<file path="config.mk">
export PLATFORM = sky130hd
export DESIGN_NAME = core_sequencer
export DESIGN_NICKNAME = d
export VERILOG_FILES = /design/src/rtl/core_sequencer.sv
export SDC_FILE = /design/constraint.sdc
export NUM_CORES = 1
export LEC_CHECK = 0
export CORE_MARGIN = 3
export CORE_UTILIZATION = 42
export DETAILED_ROUTE_END_ITERATION = 7
export PLACE_DENSITY = 0.85
export RECOVER_POWER = 100
export SLEW_MARGIN = 20
export SYNTH_ARGS = -nofsm -noshare
export SYNTH_HDL_FRONTEND = slang
export SYNTH_SLANG_ARGS = --single-unit
</file>
<file path="constraint.sdc">
create_clock -name clk -period 1.8 [get_ports clk]
set_input_delay 0.36 -clock clk [delete_from_list [all_inputs] [get_ports clk]]
set_output_delay 0.36 -clock clk [all_outputs]
set_load 0.005 [all_outputs]
</file>
<file path="src/rtl/core_sequencer.sv">
// Multi-cycle fetch/decode/execute sequencer: walks instruction memory, decodes the
// 3-bit opcode and issues ALU, data-memory and register-file strobes one phase at a time.
//
// state       | meaning
// ------------+-----------------------------------------------------------
// S_IDLE      | waiting for start; pc reloads from base_pc on start
// S_FETCH     | imem_req held until imem_ack, instruction latched on ack
// S_DECODE    | one quiet cycle; NOP advances pc and refetches
// S_EXECUTE   | alu_enable for one cycle
// S_MEM       | mem_read / mem_write held until dmem_ack
// S_WRITEBACK | reg_write for one cycle, pc advances
// S_HALT      | done for one cycle, then back to idle
module core_sequencer #(
  parameter int ADDR_W  = 8,
  parameter int INSTR_W = 16
) (
  input  logic               clk,
  input  logic               rst_n,
  input  logic               start,
  input  logic [ADDR_W-1:0]  base_pc,
  output logic               imem_req,
  output logic [ADDR_W-1:0]  imem_addr,
  input  logic               imem_ack,
  input  logic [INSTR_W-1:0] imem_rdata,
  input  logic               dmem_ack,
  output logic [INSTR_W-1:0] instr,
  output logic [ADDR_W-1:0]  pc,
  output logic               alu_enable,
  output logic [1:0]         alu_op,
  output logic               mem_read,
  output logic               mem_write,
  output logic               reg_write,
  output logic               busy,
  output logic               done
);

  localparam logic [2:0] OP_ADD   = 3'b000;
  localparam logic [2:0] OP_SUB   = 3'b001;
  localparam logic [2:0] OP_AND   = 3'b010;
  localparam logic [2:0] OP_LOAD  = 3'b011;
  localparam logic [2:0] OP_STORE = 3'b100;
  localparam logic [2:0] OP_HALT  = 3'b111;

  typedef enum logic [2:0] {
    S_IDLE, S_FETCH, S_DECODE, S_EXECUTE, S_MEM, S_WRITEBACK, S_HALT
  } state_t;

  state_t               r_state;
  state_t               w_next;
  logic [ADDR_W-1:0]    r_pc;
  logic [INSTR_W-1:0]   r_instr;
  logic [2:0]           w_opcode;
  logic                 w_is_alu;
  logic                 w_is_mem;
  logic [ADDR_W-1:0]    w_pc_inc;

  assign w_opcode = r_instr[INSTR_W-1 -: 3];
  assign w_is_alu = (w_opcode == OP_ADD) || (w_opcode == OP_SUB) || (w_opcode == OP_AND);
  assign w_is_mem = (w_opcode == OP_LOAD) || (w_opcode == OP_STORE);
  assign w_pc_inc = r_pc + ADDR_W'(1);

  always_ff @(posedge clk or negedge rst_n) begin
    if (!rst_n) r_state <= S_IDLE;
    else        r_state <= w_next;
  end

  always_comb begin
    w_next = r_state;
    case (r_state)
      S_IDLE:      if (start) w_next = S_FETCH;
      S_FETCH:     if (imem_ack) w_next = S_DECODE;
      S_DECODE: begin
        if (w_is_alu)                  w_next = S_EXECUTE;
        else if (w_is_mem)             w_next = S_MEM;
        else if (w_opcode == OP_HALT)  w_next = S_HALT;
        else                           w_next = S_FETCH;
      end
      S_EXECUTE:   w_next = S_WRITEBACK;
      S_MEM:       if (dmem_ack) w_next = (w_opcode == OP_LOAD) ? S_WRITEBACK : S_FETCH;
      S_WRITEBACK: w_next = S_FETCH;
      S_HALT:      w_next = S_IDLE;
      default:     w_next = S_IDLE;
    endcase
  end

  // pc advances on NOP decode, STORE completion and every writeback; HALT leaves it alone
  always_ff @(posedge clk or negedge rst_n) begin
    if (!rst_n) begin
      r_pc    <= '0;
      r_instr <= '0;
    end else begin
      case (r_state)
        S_IDLE:      if (start) r_pc <= base_pc;
        S_FETCH:     if (imem_ack) r_instr <= imem_rdata;
        S_DECODE:    if (!w_is_alu && !w_is_mem && (w_opcode != OP_HALT)) r_pc <= w_pc_inc;
        S_MEM:       if (dmem_ack && (w_opcode == OP_STORE)) r_pc <= w_pc_inc;
        S_WRITEBACK: r_pc <= w_pc_inc;
        default:     r_pc <= r_pc;
      endcase
    end
  end

  always_comb begin
    imem_req   = 1'b0;
    alu_enable = 1'b0;
    alu_op     = 2'b00;
    mem_read   = 1'b0;
    mem_write  = 1'b0;
    reg_write  = 1'b0;
    done       = 1'b0;
    busy       = (r_state != S_IDLE);
    case (r_state)
      S_FETCH:     imem_req = 1'b1;
      S_EXECUTE: begin
        alu_enable = 1'b1;
        alu_op     = w_opcode[1:0];
      end
      S_MEM: begin
        mem_read  = (w_opcode == OP_LOAD);
        mem_write = (w_opcode == OP_STORE);
      end
      S_WRITEBACK: reg_write = 1'b1;
      S_HALT:      done = 1'b1;
      default: ;
    endcase
  end

  assign imem_addr = r_pc;
  assign pc        = r_pc;
  assign instr     = r_instr;

endmodule

</file>
# Word level (Yosys, flattened, before mapping)
# Index checks and enable logic that the tools add are counted.
# W data, S select, Z words.
[word_totals]
regBits = 27
inputBits = 29
out_inout_bits = 41
wordCells = 55
[classes]
addsub = 1
eq_ne = 17
n_mux = 19
n_reduce_logical = 15
[ops]
columns = ["op", "count"]
rows = [
  ["$pmux W8 S4", 1],
  ["$mux W8", 3],
  ["$mux W3", 7],
  ["$pmux W3 S6", 1],
  ["$eq A3 B3 Y1 const B", 5],
  ["$eq A3 B2 Y1 const B", 4],
  ["$ne A2 B2 Y1 const B", 5],
  ["$add A8 B1 Y8 const B", 1],
  ["$eq A3 B1 Y1 const B", 2],
  ["$logic_not A3 Y1", 2],
  ["$mux W1", 6],
  ["$reduce_and A4 Y1", 1],
  ["$reduce_bool A4 Y1", 1],
  ["$logic_and A1 B1 Y1", 3],
  ["$logic_or A1 B1 Y1", 3],
  ["$ne A3 B3 Y1 const B", 1],
  ["$reduce_and A3 Y1", 1],
  ["$reduce_bool A3 Y1", 1],
  ["$logic_not A1 Y1", 2],
  ["$mux W2", 1],
  ["$reduce_and A2 Y1", 1],
]

# Depth between registers and ports, before layout
[logic_depth]
ltp_word = 8
mapped_depth = 7
depth_no_buf = 5

# Worst setup path before layout
# Ideal clock, no wire load.
[synth_path]
kind = "register to register"
startpoint = "register r_state[1]"
endpoint = "register r_instr[0] (netlist: instr[0])"
setup_time_ns = 0.125
arrival_ns = 1.530
t_required_ns = 1.675
slack_ns = 0.145
stages_incl_launch_ff = 7
n_path_buf = 3
synth_period_minus_slack_ns = 1.655
path_cell_list = "dfrtp_1 buf_4 nor3b_4 and2_1 buf_6 buf_6 mux2_2"
[synth_between]
elab_chain_len = 2
[synth_lines]
columns = ["element", "line_no", "rtl"]
rows = [
  ["start: declaration", "48", "state_t r_state;"],
  ["start signal: assignment", "64", "else r_state <= w_next;"],
  ["$eq A3 B1 Y1", "92", "case (r_state)"],
  ["$reduce_and A2 Y1 (no source line)", "-", ""],
  ["end signal: assignment", "94", "S_FETCH: if (imem_ack) r_instr <= imem_rdata;"],
  ["end: declaration", "51", "logic [INSTR_W-1:0] r_instr;"],
]
# No other way between the ends.
# A chain may end at the register's enable or synchronous reset.

# Final worst setup path
[layout_path]
startpoint = "register r_state[1]"
endpoint = "output mem_read"
[layout_between]
elab_chain_len = 2
[layout_lines]
columns = ["element", "line_no", "rtl"]
rows = [
  ["$eq A3 B3 Y1", "112", "case (r_state)"],
  ["$mux W1", "112", ""],
  ["end: declaration", "30", "output logic mem_read,"],
]
# No other way between the ends.

==> results_dict.tcl <==
set metrics [dict create \
    rsz0062_at_grt "yes" \
    vias 1463 \
    clkTransAtPathRegs_ns 0.08 \
    power.density_mw_per_mm2 1640 \
    drive_gt1_share_pct 24.3 \
    drt_iter0_markers 90 \
    status "complete, but fails checks" \
    grt-ovfl-total 0 \
    ys_types 40 \
    multiInputGateArea_um2 796 \
    crit_fanout 3 \
    synth_edf_count 0 \
    syn_inst 144 \
    p_total_w 0.00398 \
    hold_viol 0 \
    insertion_delay_ns 0.27 \
    max-vdd-ir-drop_v 0.000831 \
    grt_pass1_wl_um 7090 \
    initial_core_util_pct 45.6 \
    holdCritPathClass "flip-flop to flip-flop" \
    cpMaxStageDelayCell "dfrtp_1" \
    area_growth_pct 52.6 \
    tritoncts "yes" \
    track_usage_pct 20.4 \
    root_buffer "clkbuf_8" \
    finalMaxSlewViolations 0 \
    io_buffers 69 \
    dpl-instance-area_mm2 0.00232 \
    syn-num-nets 174 \
    drc 0 \
    ff_latch_area_um2 676 \
    criticalPathCategory "flip-flop to output pin" \
    first_pass_iters 4 \
    maxCapViolCount 0 \
    ios 70 \
    dp_hpwl_um 3190 \
    final_area_mm2 0.00243 \
    synth_ff_type "dfrtp_1" \
    cts-buffers-inserted 3 \
    cp.required_ns 1.44 \
    die_y_um 67.6 \
    antenna_cells 0 \
    cp-end-kind "output pin" \
    nets 253 \
    synthArstFlopShare_pct 100 \
    drt-total-wl_um 4310 \
    setup_viol_count_final 7 \
    relSlewSlack_pct 56.0 \
    die_area_mm2 0.00457 \
    dp.cells 256 \
    coreArea_mm2 0.00349 \
    finClkSkew_ns 0.0107 \
    failed_checks "negative setup slack" \
    arrival_ns 1.51 \
    stdcell_count 268 \
    rows 21 \
    antenna_found_initial 0 \
    die_w_um 67.6 \
    vias_per_cell 5.46 \
    tightest_slew_ns 0.660 \
    drtAntennaViolNets 0 \
    routedWlPerCell_um 16.1 \
    path_buf_inv 2 \
    crit_family "simple AND/OR/NAND/NOR gates" \
    htreeDepth 1 \
    fillers 257 \
    synth_seq_cells 27 \
    finalCritPeriodShare_pct 104 \
    fmax_mhz 534 \
    clock_path_buffers 2 \
    synth_warnings 0 \
    netlist_area_mm2 0.00159 \
    static-leakage-power_nw 1.03 \
    syn_area_per_cell_um2 11.1 \
    place.gp.congestion 0.804 \
    grt_pass1_vias 1516 \
    ys_seq_area_share_pct 42.4 \
    numClockSinks 27 \
    setup_ws_ns -0.0742 \
    min_period_ns 1.87 \
    start_kind "flip-flop" \
    grt_max_degree 28 \
    cp_slowest_stage_delay_ns 0.40 \
    path_cells "buf_4 -> or3b_4 -> nor3b_2 -> buf_2" \
]
where the power goes:
part,internal (W),switching (W)
sequential,0.000917,0.000311
combinational,0.00145,0.000954
clock,0.000158,0.000184
total,0.00253,0.00145
stage by stage:
stage | utilization [%] | hold slack [ns] | TNS, ns | setup slack, ns
2_1_floorplan | - | 0.0644 | 0 | 0.145
3_3_place_gp | 66.5 | 0.473 | -0.109 | -0.0846
3_5_place_dp | 66.5 | 0.479 | -0.527 | -0.168
4_1_cts | 68.9 | 0.457 | -0.449 | -0.216
5_1_grt | 69.5 | 0.527 | -1.32 | -0.129
6_report | 69.5 | 0.492 | -0.0982 | -0.0742
synth_stat cells, types with 3 or more instances:
cell      instances  area [um2]
dfrtp_1          27         676
mux2_2           15         169
nand2_1          10        37.5
buf_4             9        67.6
buf_6             6        67.6
mux2i_1           6        60.1
nand3_1           6        30.0
o221ai_1          6        52.6
nor2_1            4        15.0
o21ai_0           4        20.0
a21oi_1           3        15.0
and2_1            3        18.8
and3_1            3        18.8
inv_1             3        11.3
nand3b_1          3        22.5
nand4_1           3        18.8
nor2b_1           3        18.8
nor3_1            3        15.0
metal layers:
metal / vias to the layer above / routed length, um / GRT usage (%) / share of wire (%)
met5: - / 0 / 0 / 0
met4: 0 / 115 / 6.58 / 2.7
met3: 13 / 343 / 6.32 / 8.0
met2: 72 / 2210 / 33.5 / 51
met1: 704 / 1640 / 25.4 / 38
li1: 674 / - / - / -
registers in the layout, indices dropped and copies added, names as in the netlist:
register	count
r_state	3
instr	16
imem_addr	8
worst paths after layout:
kind,cells after the start,start,slack (ns),end
worst max-delay path,4,r_state[1],-0.07,mem_read
worst min-delay path,1,instr[12],0.49,instr[12]
worst max register to register,6,r_state[0],-0.01,instr[9]
worst min register to register,1,instr[12],0.49,instr[12]
max in group asynchronous,2,rst_n,0.74,r_state[1]
min in group asynchronous,2,rst_n,0.63,instr[3]
cells by family after synthesis:
family | count (synthesis) | synth area share, %
simple gates | 50 | 20.7
mux | 22 | 15.1
buf+inv | 19 | 9.50
flops | 27 | 42.4
fa+ha+maj | 1 | 0.785
xor+xnor | 2 | 1.10
compound gates | 23 | 10.4
layout by cell type (no fill, tap or decap), drive strengths merged, types with 4 or more instances in the layout:
cell type	n
nand3	7
mux2i	6
clkdlybuf4s50	37
nor3b	5
nor2b	4
mux2	16
nand2	10
dfrtp	27
dlygate4sd3	23
clkbuf	11
a21oi	4
nor2	4
buf	19
o21ai	4
o221ai	6
layout make-up:
| class | count | share of cell area [%] |
|---|---|---|
| timing repair buffer | 90 | 34.8 |
| clock buffer | 4 | 1.85 |
| multi-input combinational | 98 | 32.7 |
| inverter | 3 | 0.463 |
| sequential | 27 | 27.8 |
| tap | 46 | 2.37 |
repair_timing:
action	in CTS	in global routing
resized for setup	18	13
pin swaps	1	3
gates cloned	0	0
endpoints found under the setup margin	9	8
setup buffers	5	3
hold buffers	0	0
No activity file was read; power rests on OpenSTA's default activity.
